--- src/rtl/font_rom_arbiter_pkg.sv ---
// Purpose: shared types and constants for the font ROM arbiter slice.
// Latency: n/a (types, constants and the address helper only).
// Backpressure: n/a.
// Contents: GLYPH_ROWS, ADDR_W, font_req_t owner tag, font_s1_t stage-1 payload,
// glyph_addr() address helper.
package font_arb_pkg;

    localparam int GLYPH_ROWS = 16;
    localparam int ADDR_W     = 11;
    localparam int DATA_W     = 8;

    // Owner tag carried alongside each read so the response can be steered.
    typedef enum logic {
        REQ_START  = 1'b0,
        REQ_BATTLE = 1'b1
    } font_req_t;

    // Stage-1 payload: ROM address, pixel column to pick, and owner tag.
    typedef struct packed {
        logic [ADDR_W-1:0] addr;
        logic [2:0]        bit_idx;
        font_req_t         tag;
    } font_s1_t;

    // row + GLYPH_ROWS * hex, truncated to ADDR_W; out-of-range codes wrap silently.
    function automatic logic [ADDR_W-1:0] glyph_addr(input logic [7:0] hex,
                                                     input logic [3:0] row);
        logic [ADDR_W+7:0] full;
        full = (ADDR_W+8)'(hex) * (ADDR_W+8)'(GLYPH_ROWS) + (ADDR_W+8)'(row);
        return full[ADDR_W-1:0];
    endfunction

endpackage

--- src/rtl/font_rom_arbiter_if.sv ---
// Purpose: request/response bundle between the two text requesters and the arbiter.
// Latency: n/a (wiring only).
// Backpressure: requests held until granted; responses cannot be stalled.
// Ports: req/hex/row/bit per requester, combinational gnt per requester,
// rvalid per requester, shared rdata/rpix response bus.
interface font_arb_if;

    logic       req_s;
    logic [7:0] hex_s;
    logic [3:0] row_s;
    logic [2:0] bit_s;

    logic       req_b;
    logic [7:0] hex_b;
    logic [3:0] row_b;
    logic [2:0] bit_b;

    logic       gnt_s;
    logic       gnt_b;
    logic       rvalid_s;
    logic       rvalid_b;
    logic [7:0] rdata;
    logic       rpix;

    // Requester side (the text renderers).
    modport master (
        output req_s, hex_s, row_s, bit_s,
        output req_b, hex_b, row_b, bit_b,
        input  gnt_s, gnt_b, rvalid_s, rvalid_b, rdata, rpix
    );

    // Arbiter side.
    modport slave (
        input  req_s, hex_s, row_s, bit_s,
        input  req_b, hex_b, row_b, bit_b,
        output gnt_s, gnt_b, rvalid_s, rvalid_b, rdata, rpix
    );

endinterface

--- src/rtl/font_rom_arbiter_rom_sync.sv ---
// Purpose: registered-output glyph ROM, 2^ADDR_W x 8.
// Latency: 1 cycle from address (with i_en) to o_data.
// Backpressure: none; o_data holds while i_en is low.
// Ports: Clk, Reset_n, i_en (read strobe), i_addr, o_data (registered, 0 after reset).
module font_rom_sync
    import font_arb_pkg::*;
(
    input  logic              Clk,
    input  logic              Reset_n,
    input  logic              i_en,
    input  logic [ADDR_W-1:0] i_addr,
    output logic [DATA_W-1:0] o_data
);

    logic [DATA_W-1:0] r_data;
    logic [DATA_W-1:0] w_word;

    // Glyph table contents: low address byte plus the upper address bits
    // shifted into the top of the byte. Every row of every code is distinct
    // enough to catch addressing errors downstream.
    always_comb begin
        w_word = i_addr[7:0] + {i_addr[ADDR_W-1:8], 5'b00000};
    end

    always_ff @(posedge Clk or negedge Reset_n) begin
        if (!Reset_n) begin
            r_data <= '0;
        end else if (i_en) begin
            r_data <= w_word;
        end
    end

    assign o_data = r_data;

endmodule

--- src/rtl/font_rom_arbiter.sv ---
// Purpose: shares the glyph ROM between start-screen and battle-info text renderers.
// Latency: accept edge N -> rvalid for that request after edge N+1 (2 register stages).
// Backpressure: combinational gnt per requester; one accept per cycle, responses never stall.
// Ports: Clk, Reset_n (async active-low), bus (font_arb_if.slave).
// Build option: FONT_ARB_FIXED_PRIO_EN selects fixed priority (battle wins ties);
// undefined selects round-robin on last_b.
module font_rom_arbiter
    import font_arb_pkg::*;
(
    input  logic       Clk,
    input  logic       Reset_n,
    font_arb_if.slave  bus
);

    logic              w_gnt_s;
    logic              w_gnt_b;
    logic              w_accept;
    font_s1_t          w_s1_nxt;

    font_s1_t          r_s1;
    logic              r_v1;
    logic              r_v2;
    logic [2:0]        r_bit2;
    font_req_t         r_tag2;
    logic [DATA_W-1:0] w_rom_data;

    // ------------------------------------------------------------------
    // Arbitration: purely from req_* and last_b, never from the ROM side.
    // ------------------------------------------------------------------
`ifdef FONT_ARB_FIXED_PRIO_EN
    // Battle info always wins; start screen only gets idle battle cycles.
    assign w_gnt_b = bus.req_b;
    assign w_gnt_s = bus.req_s & ~bus.req_b;
`else
    logic r_last_b;

    always_comb begin
        w_gnt_s = 1'b0;
        w_gnt_b = 1'b0;
        if (bus.req_s && bus.req_b) begin
            // Tie: whoever was not granted last goes now.
            if (r_last_b) begin
                w_gnt_s = 1'b1;
            end else begin
                w_gnt_b = 1'b1;
            end
        end else begin
            w_gnt_s = bus.req_s;
            w_gnt_b = bus.req_b;
        end
    end

    // Reset to 1 so the start screen wins the very first tie.
    always_ff @(posedge Clk or negedge Reset_n) begin
        if (!Reset_n) begin
            r_last_b <= 1'b1;
        end else if (w_accept) begin
            r_last_b <= w_gnt_b;
        end
    end
`endif

    assign w_accept  = w_gnt_s | w_gnt_b;
    assign bus.gnt_s = w_gnt_s;
    assign bus.gnt_b = w_gnt_b;

    // ------------------------------------------------------------------
    // Stage 0 -> 1: capture the winner's address, column and tag.
    // ------------------------------------------------------------------
    always_comb begin
        w_s1_nxt = '0;
        if (w_gnt_b) begin
            w_s1_nxt.addr    = glyph_addr(bus.hex_b, bus.row_b);
            w_s1_nxt.bit_idx = bus.bit_b;
            w_s1_nxt.tag     = REQ_BATTLE;
        end else begin
            w_s1_nxt.addr    = glyph_addr(bus.hex_s, bus.row_s);
            w_s1_nxt.bit_idx = bus.bit_s;
            w_s1_nxt.tag     = REQ_START;
        end
    end

    always_ff @(posedge Clk or negedge Reset_n) begin
        if (!Reset_n) begin
            r_v1 <= 1'b0;
            r_s1 <= '0;
        end else begin
            r_v1 <= w_accept;
            if (w_accept) begin
                r_s1 <= w_s1_nxt;
            end
        end
    end

    // ------------------------------------------------------------------
    // Stage 1 -> 2: ROM read. The ROM's own output register is the
    // stage-2 data register; column and tag ride alongside it.
    // ------------------------------------------------------------------
    font_rom_sync u_rom (
        .Clk     (Clk),
        .Reset_n (Reset_n),
        .i_en    (r_v1),
        .i_addr  (r_s1.addr),
        .o_data  (w_rom_data)
    );

    always_ff @(posedge Clk or negedge Reset_n) begin
        if (!Reset_n) begin
            r_v2   <= 1'b0;
            r_bit2 <= '0;
            r_tag2 <= REQ_START;
        end else begin
            r_v2 <= r_v1;
            if (r_v1) begin
                r_bit2 <= r_s1.bit_idx;
                r_tag2 <= r_s1.tag;
            end
        end
    end

    // ------------------------------------------------------------------
    // Response steering. rpix is a mux of two stage-2 registers, so it is
    // aligned with rdata; column 0 is the MSB of the glyph row.
    // ------------------------------------------------------------------
    assign bus.rvalid_s = r_v2 && (r_tag2 == REQ_START);
    assign bus.rvalid_b = r_v2 && (r_tag2 == REQ_BATTLE);
    assign bus.rdata    = w_rom_data;
    assign bus.rpix     = w_rom_data[3'd7 - r_bit2];

endmodule

--- src/flat_wrapper.sv ---
// flat-port wrapper written by rule: the top's interface ports become plain ports
module font_rom_arbiter_flat import font_arb_pkg::*;
  (Clk, Reset_n, bus_req_s, bus_hex_s, bus_row_s, bus_bit_s, bus_req_b, bus_hex_b, bus_row_b, bus_bit_b, bus_gnt_s, bus_gnt_b, bus_rvalid_s, bus_rvalid_b, bus_rdata, bus_rpix);
  font_arb_if bus_i ();
  input  logic Clk;
  input  logic Reset_n;
  input wire logic [$bits(bus_i.req_s)-1:0] bus_req_s;
  input wire logic [$bits(bus_i.hex_s)-1:0] bus_hex_s;
  input wire logic [$bits(bus_i.row_s)-1:0] bus_row_s;
  input wire logic [$bits(bus_i.bit_s)-1:0] bus_bit_s;
  input wire logic [$bits(bus_i.req_b)-1:0] bus_req_b;
  input wire logic [$bits(bus_i.hex_b)-1:0] bus_hex_b;
  input wire logic [$bits(bus_i.row_b)-1:0] bus_row_b;
  input wire logic [$bits(bus_i.bit_b)-1:0] bus_bit_b;
  output wire logic [$bits(bus_i.gnt_s)-1:0] bus_gnt_s;
  output wire logic [$bits(bus_i.gnt_b)-1:0] bus_gnt_b;
  output wire logic [$bits(bus_i.rvalid_s)-1:0] bus_rvalid_s;
  output wire logic [$bits(bus_i.rvalid_b)-1:0] bus_rvalid_b;
  output wire logic [$bits(bus_i.rdata)-1:0] bus_rdata;
  output wire logic [$bits(bus_i.rpix)-1:0] bus_rpix;
  assign bus_i.req_s = bus_req_s;
  assign bus_i.hex_s = bus_hex_s;
  assign bus_i.row_s = bus_row_s;
  assign bus_i.bit_s = bus_bit_s;
  assign bus_i.req_b = bus_req_b;
  assign bus_i.hex_b = bus_hex_b;
  assign bus_i.row_b = bus_row_b;
  assign bus_i.bit_b = bus_bit_b;
  assign bus_gnt_s = bus_i.gnt_s;
  assign bus_gnt_b = bus_i.gnt_b;
  assign bus_rvalid_s = bus_i.rvalid_s;
  assign bus_rvalid_b = bus_i.rvalid_b;
  assign bus_rdata = bus_i.rdata;
  assign bus_rpix = bus_i.rpix;
  font_rom_arbiter u_core (.Clk(Clk), .Reset_n(Reset_n), .bus(bus_i));
endmodule
--- config.mk ---
export PLATFORM = sky130hd
export DESIGN_NAME = font_rom_arbiter_flat
export DESIGN_NICKNAME = d
export VERILOG_FILES = /design/src/rtl/font_rom_arbiter_pkg.sv /design/src/rtl/font_rom_arbiter_if.sv /design/src/rtl/font_rom_arbiter_rom_sync.sv /design/src/rtl/font_rom_arbiter.sv /design/src/flat_wrapper.sv
export SDC_FILE = /design/constraint.sdc
export NUM_CORES = 1
export LEC_CHECK = 0
export CAP_MARGIN = 15
export CORE_ASPECT_RATIO = 1.5
export CORE_MARGIN = 2
export CORE_UTILIZATION = 40
export DETAILED_ROUTE_END_ITERATION = 10
export GPL_TIMING_DRIVEN = 0
export PLACE_DENSITY_LB_ADDON = 0.3
export SYNTH_ARGS = -nofsm -noshare
export SYNTH_HDL_FRONTEND = slang
export SYNTH_HIERARCHICAL = 1
export SYNTH_SLANG_ARGS = --single-unit
--- constraint.sdc ---
create_clock -name Clk -period 1.4 [get_ports Clk]
set_input_delay 0.21 -clock Clk [delete_from_list [all_inputs] [get_ports Clk]]
set_output_delay 0.21 -clock Clk [all_outputs]
set_load 0.01 [all_outputs]
# --- Yosys cells after proc, flatten, opt, wreduce, memory -nomap -nowiden ---
# Cells that the tools add are included.
word_totals:
  latchBits: 0
  ff_bits: 30
  elab_cells: 26
  output_inout_bits: 13
  mem_bits_rw: 0
  romBits: 0
  memories: 0
classes:
  mul: 0
  n_bitwise: 2
  n_addsub: 4
  n_div: 0
  n_lt_le_gt_ge: 1
  n_eq_ne: 0
  n_reduce_logical: 3
  mux: 7
  shifts: 0
op_table:
  columns: ["op", "n"]
  rows:
  - ["$add 11x4->11", 2]
  - ["$mux 15", 1]
  - ["$add 8x8->8", 1]
  - ["$mux 1", 5]
  - ["$lt 3x4->1 const B", 1]
  - ["$bmux 1 s3", 1]
  - ["$logic_and 1x1->1", 3]
  - ["$sub 3x3->3 const A", 1]
  - ["$not 1->1", 1]
  - ["$or 1x1->1", 1]

# --- Longest topological paths before layout ---
# Gate-level depths: netlist (run 1).
depth:
  word_depth: 3
  depth_mapped: 4

# --- By module ---
# The synthesis (run 1) kept the hierarchy.
modules_own_cells:
  columns: ["mod", "n_inst", "area_per_inst_um2", "cells_each"]
  rows:
  - ["font_rom_arbiter", 1, 973.4, 70]
  - ["font_rom_sync", 1, 355.3, 20]

# --- Least setup slack after synthesis (run 1) ---
# Ideal clock, no wire load.
synth_path:
  path_kind: "reg2reg"
  start: "register u_core/r_s1[9] (netlist bit)"
  end: "register u_core.u_rom.r_data[7] (netlist: u_core/u_rom/o_data[7])"
  arrival_ps: 1347
  required_time_ps: 1275
  stages_incl_launch_ff: 5
  setup_slack_ps: -72
  path_buffers: 0
  path_cell_list: "dfrtp_1 > ha_1 > fa_1 > xor3_1 > mux2_4"
synth_between:
  elab_chain_cells: 1
synth_rtl:
  columns: ["element", "line_no", "text"]
  rows:
  - ["start: declaration", "font_rom_arbiter.sv:20", "font_s1_t r_s1;"]
  - ["start signal: assignment", "font_rom_arbiter.sv:90", "r_s1 <= w_s1_nxt;"]
  - ["$add 8x8->8", "font_rom_arbiter_rom_sync.sv:22", "w_word = i_addr[7:0] + {i_addr[ADDR_W-1:8], 5'b00000};"]
  - ["end signal: assignment", "font_rom_arbiter_rom_sync.sv:29", "r_data <= w_word;"]
  - ["end: declaration", "font_rom_arbiter_rom_sync.sv:15", "logic [DATA_W-1:0] r_data;"]
# Every way passes these cells.
# A chain may end at the register's enable or synchronous reset.

# --- Worst setup path after layout (run 1) ---
layout_path:
  start: "register u_core.r_bit2[0]"
  end: "output bus_rpix"
layout_between:
  elab_chain_cells: 3
layout_rtl:
  columns: ["element", "line_no", "text"]
  rows:
  - ["start: declaration", "font_rom_arbiter.sv:23", "logic [2:0] r_bit2;"]
  - ["start signal: assignment", "font_rom_arbiter.sv:115", "r_bit2 <= r_s1.bit_idx;"]
  - ["$sub 3x3->3", "font_rom_arbiter.sv:128", "assign bus.rpix = w_rom_data[3'd7 - r_bit2];"]
  - ["$bmux 1 s3", "font_rom_arbiter.sv:128", null]
  - ["$mux 1 (not written as such)", "font_rom_arbiter.sv:128", null]
  - ["end: declaration", "flat_wrapper.sv:20", "output wire logic [$bits(bus_i.rpix)-1:0] bus_rpix;"]
# Every way passes these cells. The select of a mux whose other input is x is not followed.

==> out/results.ini, run 1 <==
[setup_path]
start_kind = flop
crit_buf_inv = 1
cp.required_ps = 1190
r2r_start = u_core/r_s1[12]
crit_slowest_cell = mux4_2
crit_family = multiplexers
worstSetupEndpointType = output pin
worstPathMaxFanout = 3
arrival_ps = 1600
crit_type = reg2out
r2r_slack_ps = -70
cp.depth = 3
crit_path_max_incr_delay_ps = 520
r2r-end = u_core/u_rom/o_data[7]
reg2reg_depth = 4
path_cells = mux4_2, mux2_4, buf_6

[run_status]
violations = negative setup slack
status = finished, violations left

[timing]
slew_violations = 0
setup_viol = 8
final-hold-violation-count = 0
min_period_ps = 1810
fin_hold_ws_ps = 351
tns_ps = -669
fin_ws_ps = -414
period_share = 1.30
rsz0062_at_grt = yes
tightest_slew_ps = 724
clock_skew_ps = 3.18
max_freq_mhz = 551
relSlewSlack = 0.515

[power_and_ir_drop]
leakage_nw = 0.987
power_mw = 2.52
ir_drop_mv = 0.793
powerDensity_mw_per_mm2 = 1240

[synth]
synth-edff-count = 0
syn-num-nets = 126
yosysWarnings = 6
avgSynthCellArea_um2 = 14.8
seq_area_frac_synth = 0.566
synth_cell_type_count = 21
synth_area_mm2 = 0.00133
yosysMostFrequentCell = dfrtp_1
synthTopCellsByArea = dfrtp_1, a22o_1, a21o_1
netlist.area_leader.share = 0.546
synth_common_cells = dfrtp_1, a21o_1, a22o_1
synth_top_cell_by_area = dfrtp_1
synth_ff_type = dfrtp_1
synthArstFlopShare = 1.00
syn_inst = 90
ys_ff_latch = 30

[layout]
nNetsFinal = 188
fin_cells = 193
synthToLayoutAreaGrowth_pct = 53.1
final_util = 0.644
drive_above_1_share = 0.281
antenna_cells = 0

[clocking]
insertion_delay_ps = 280
ctsHoldBuffers = 0
cts_tree = done
cts_made_buffers = 5
clock_path_buffers = 2
cts_htree_levels = 2
root_buffer = clkbuf_8
cts.clk_slew.worst_paths_ps = 60
numClockSinks = 30

[routing]
first_pass_iters = 4
drtIter0Drc = 28
drc_errors = 0
vias = 994
ant_nets = 0
post_drt_wl_per_cell_um = 16.0
wl_mm = 3.08
viasPerCell = 5.15

[placement]
place_congestion = 0.708
place_inst = 175
dp_hpwl_mm = 2.21
numPortBuffers = 44

[die]
core_mm2 = 0.00316
die_y_um = 74.6
dieWidth_um = 51.1
ioPinCount = 47
die_area_mm2 = 0.00381
row_count = 25
start_util = 0.421

[global_route]
antenna_found_initial = 0
grt_pass1_wl_mm = 5.07
track_usage = 0.189
grt_start_max_net_pins = 18
grt_pass1_vias = 1059
grt_overflow = 0

[hold_path]
hold_depth = 3
hold_path.startpoint = bus_req_b
hold_path.class = in2reg
holdPathEnd = u_core/r_last_b

[job]
drv_cap = 0

[worst min-delay path: stages]
cell           delay (ps)
dlygate4sd2_1         270
nor2_1                100
a21oi_1                50
[kinds of logic after synthesis]
group / after synthesis / synth area share
and+or+nand+nor: 5 / 0.0217
adders and majority gates: 2 / 0.0245
AOI/OAI and AO/OA: 31 / 0.195
xor gates and xnor gates: 1 / 0.0179
buffers and inverters: 6 / 0.0226
DFF: 30 / 0.566
muxes: 15 / 0.153
[what timing repair did]
action,CTS,global route
resized for setup,35,3
setup endpoints to repair,16,12
pin swaps,2,2
setup buffers,9,2
[metal layers]
layer,global-route usage,vias to the layer above,wire length [um]
met5,0,-,0
met4,0.0811,0,55
met2,0.328,31,1710
met1,0.217,500,1150
met3,0.0542,6,165
li1,-,457,-
[state kept, by name, summed over array words and instances, names as in the netlist]
| register | count |
|---|---|
| u_core/r_bit2 | 3 |
| u_core/r_last_b | 1 |
| u_core/r_s1 | 15 |
| u_core/r_tag2 | 1 |
| u_core/r_v1 | 1 |
| u_core/r_v2 | 1 |
| u_core/u_rom/o_data | 8 |
[stage by stage]
stage                     setup slack [ps]  area (um^2)
after floorplan                      -10.6         1330
after global placement                -736         1820
after detailed placement              -774         1850
after CTS                             -442         2020
after global routing                  -481         2030
final                                 -414         2030
[worst max-delay path by stage]
stage | end | from
6_report | bus_rpix | u_core/r_bit2[0]
5_1_grt | bus_rpix | u_core/r_bit2[0]
4_1_cts | bus_rpix | u_core/r_bit2[0]
3_5_place_dp | bus_gnt_s | bus_req_s
3_3_place_gp | bus_gnt_s | bus_req_s
2_1_floorplan | u_core/u_rom/o_data[7] | u_core/r_s1[9]
[final cells by class]
cell class                 instances  area [um^2]
sequential                        30          752
inverter                           2         7.51
clock buffer                       7         86.3
fill                             253         1120
buffer                             3         21.3
multi-input combinational         54          557
tap                               40         50.0
clock inverter                     1         5.00
timing repair buffer              56          556
[cell usage in the layout (no fill, tap or decap), types with 2 or more instances in the layout]
cell type	netlist	routed
mux2_2	8	6
a22o_1	14	14
clkdlybuf4s50_1	0	30
buf_4	1	7
clkbuf_8	0	6
mux2_1	4	4
dlygate4sd2_1	0	11
mux2_4	1	3
buf_2	3	2
a21o_1	15	15
mux4_2	0	2
buf_6	0	8
dfrtp_1	29	29
[power by group]
part / leakage, nW / internal (mW) / switching (mW) / total, mW
clock: 0.0482 / 0.395 / 0.312 / 0.707
combinational: 0.587 / 0.456 / 0.237 / 0.694
sequential: 0.352 / 1.01 / 0.115 / 1.12
total: 0.987 / 1.86 / 0.665 / 2.52
Note: power is estimated with default switching activity, not from simulation.
==> run 2: changes to the inputs <==
CORE_MARGIN = unset   (was 2)
==> run 2 against run 1 <==
  * The run still ends with negative setup slack left
  * Final area grew 1.4%
  * Routed wire length grew 3.6%
  * Non-clock buffer count is the same
  * Utilization grew 0.91 points
  * Via count shrank 1.2%
  * Sequential power is essentially flat
  * Sequential share of layout area shrank 0.45 points
  * Global-route usage grew 1.6 points
  * Power grew 0.58%
  * First-iteration DRC count shrank 64%
  * Final cell count is the same
  * Register-to-register slack is essentially flat
  * Critical endpoint unchanged
==> out/results.ini, run 2 (synthesis gave the netlist of run 1 again) <==
[die]
ioPinCount = 47  ; unchanged
core_mm2 = 0.00316  ; unchanged
row_count = 25  ; unchanged
dieWidth_um = 49.1  ; was 51.1 um
die_area_mm2 = 0.00356  ; was 0.00381 mm^2
die_y_um = 72.6  ; was 74.6 um
start_util = 0.421  ; unchanged

[setup_path]
worstSetupEndpointType = output pin  ; unchanged
arrival_ps = 1610  ; was 1600 ps
path_cells = mux4_2, mux2_4, buf_6  ; unchanged
reg2reg_depth = 4  ; unchanged
r2r_start = u_core/r_s1[12]  ; unchanged
start_kind = flop  ; unchanged
worstPathMaxFanout = 3  ; unchanged
cp.required_ps = 1190  ; about the same
crit_slowest_cell = mux4_2  ; unchanged
crit_path_max_incr_delay_ps = 520  ; about the same
r2r-end = u_core/u_rom/o_data[7]  ; unchanged
crit_type = reg2out  ; unchanged
r2r_slack_ps = -70  ; about the same

[clocking]
cts.clk_slew.worst_paths_ps = 60  ; about the same
clock_path_buffers = 2  ; unchanged
numClockSinks = 30  ; unchanged
cts_made_buffers = 5  ; unchanged
cts_tree = done  ; unchanged
cts_htree_levels = 2  ; unchanged
ctsHoldBuffers = 0  ; unchanged
insertion_delay_ps = 270  ; was 280 ps
root_buffer = clkbuf_8  ; unchanged

[power_and_ir_drop]
switching_power_mw = 0.663  ; was 0.665 mW
powerDensity_mw_per_mm2 = 1230  ; was 1240 mW/mm^2
power_mw = 2.54  ; was 2.52 mW
swShare = 0.261  ; was 0.263
ir_drop_mv = 0.891  ; was 0.793 mV
clkPwrFrac = 0.275  ; was 0.280
p_int_mw = 1.88  ; was 1.86 mW
leakage_nw = 0.994  ; was 0.987 nW
p_seq_frac = 0.444  ; was 0.445
p_comb_frac = 0.281  ; was 0.275

[global_route]
grt_pass1_wl_mm = 5.16  ; was 5.07 mm
met3_usage = 0.0563  ; was 0.0542
track_usage = 0.206  ; was 0.189
grt_pass1_vias = 1060  ; was 1059
busiest_layer = met2  ; unchanged
grt_util_met2 = 0.359  ; was 0.328
grt_start_max_net_pins = 19  ; was 18
antenna_found_initial = 0  ; unchanged
grt_util_met1 = 0.228  ; was 0.217
grt_overflow = 0  ; unchanged

[timing]
fin_hold_ws_ps = 357  ; was 351 ps
fin_ws_ps = -415  ; was -414 ps
min_period_ps = 1820  ; was 1810 ps
setup_viol = 18  ; was 8
max_freq_mhz = 551  ; about the same
tightest_slew_ps = 697  ; was 724 ps
period_share = 1.30  ; about the same
relSlewSlack = 0.534  ; was 0.515
clock_skew_ps = 1.55  ; was 3.18 ps
final-hold-violation-count = 0  ; unchanged
tns_ps = -918  ; was -669 ps
rsz0062_at_grt = yes  ; unchanged
slew_violations = 0  ; unchanged

[placement]
dp_hpwl_mm = 2.18  ; was 2.21 mm
place_congestion = 0.723  ; was 0.708
numPortBuffers = 44  ; unchanged

[routing]
viasPerCell = 5.09  ; was 5.15
vias = 982  ; was 994
first_pass_iters = 3  ; was 4
ant_nets = 0  ; unchanged
post_drt_wl_per_cell_um = 16.6  ; was 16.0 um
drc_errors = 0  ; unchanged
drtIter0Drc = 10  ; was 28
wl_mm = 3.20  ; was 3.08 mm

[layout]
nNetsFinal = 188  ; unchanged
drive_above_1_share = 0.281  ; unchanged
largest_reg_flops = 15  ; unchanged
largest-register = u_core/r_s1  ; unchanged
final_common_cell = clkdlybuf4s50_1  ; unchanged
synthToLayoutAreaGrowth_pct = 55.3  ; was 53.1%
most-common-layout-cells = clkdlybuf4s50_1, dfrtp_1, a21o_1  ; unchanged
antenna_cells = 0  ; unchanged

[hold_path]
hold_path.class = in2async  ; was in2reg

[job]
drv_cap = 0  ; unchanged

[run_status]
status = finished, violations left  ; unchanged
violations = negative setup slack  ; unchanged

## run 2: cell count changes in the layout (fill, tap and decap cells not counted), sizes merged
| cell | change |
|---|---|
| buf | -1 |
| clkbuf | +2 |
| clkinv | -1 |
## run 2: worst max-delay path by stage
stage	start	slack (ps)	depth (start not counted)	to
after floorplan	u_core/r_s1[9]	-10	4	u_core/u_rom/o_data[7]
after global placement	bus_req_s	-730	5	bus_gnt_s
after detailed placement	bus_req_s	-790	5	bus_gnt_s
after CTS	u_core/r_bit2[0]	-440	3	bus_rpix
after global routing	u_core/r_bit2[0]	-460	3	bus_rpix
final	u_core/r_bit2[0]	-420	3	bus_rpix
## run 2: layout make-up
type / count / area (um^2)
Multi-Input combinational cell: 54 / 557
Timing Repair Buffer: 57 / 596
Sequential cell: 30 / 753
Fill cell: 263 / 1100
Buffer: 2 / 10.0
Inverter: 2 / 7.51
Tap cell: 40 / 50.0
Clock buffer: 8 / 90.1
## run 2: worst max-delay path: cells and delay by family (launching register included)
kind / cells / cell delay, ps
buffers and inverters: 1 / 120
flip-flops: 1 / 410
multiplexers: 2 / 800
## run 2: routing by layer
metal,vias up,wire [um]
li1,458,-
met1,489,1230
met2,29,1770
met5,-,0
met3,6,123
met4,0,70
## run 2: through the flow
| step | utilization | instances | setup WS (ps) | instance area, um^2 |
|---|---|---|---|---|
| 6_report | 0.653 | 193 | -415 | 2060 |
| 5_1_grt | 0.653 | 193 | -457 | 2060 |
| 4_1_cts | 0.642 | 192 | -437 | 2030 |
| 2_1_floorplan | - | 90 | -10.6 | 1330 |
| 3_5_place_dp | 0.586 | 175 | -794 | 1850 |
| 3_3_place_gp | 0.577 | 174 | -735 | 1820 |
## run 2: power by group through the flow
stage / clock network (mW) / registers (mW) / logic [mW]
2_1_floorplan: 0 / 1.12 / 0.301
3_3_place_gp: 0 / 1.13 / 0.633
3_5_place_dp: 0 / 1.13 / 0.660
4_1_cts: 0.721 / 1.12 / 0.694
5_1_grt: 0.759 / 1.14 / 0.771
6_report: 0.697 / 1.13 / 0.713
## run 2: what timing repair did
item / CTS / global route
resized for setup: 38 / 6
gates cloned: 0 / 1
endpoints found under the setup margin: 23 / 20
buffers inserted: 9 / 3
pin swaps: 2 / 3
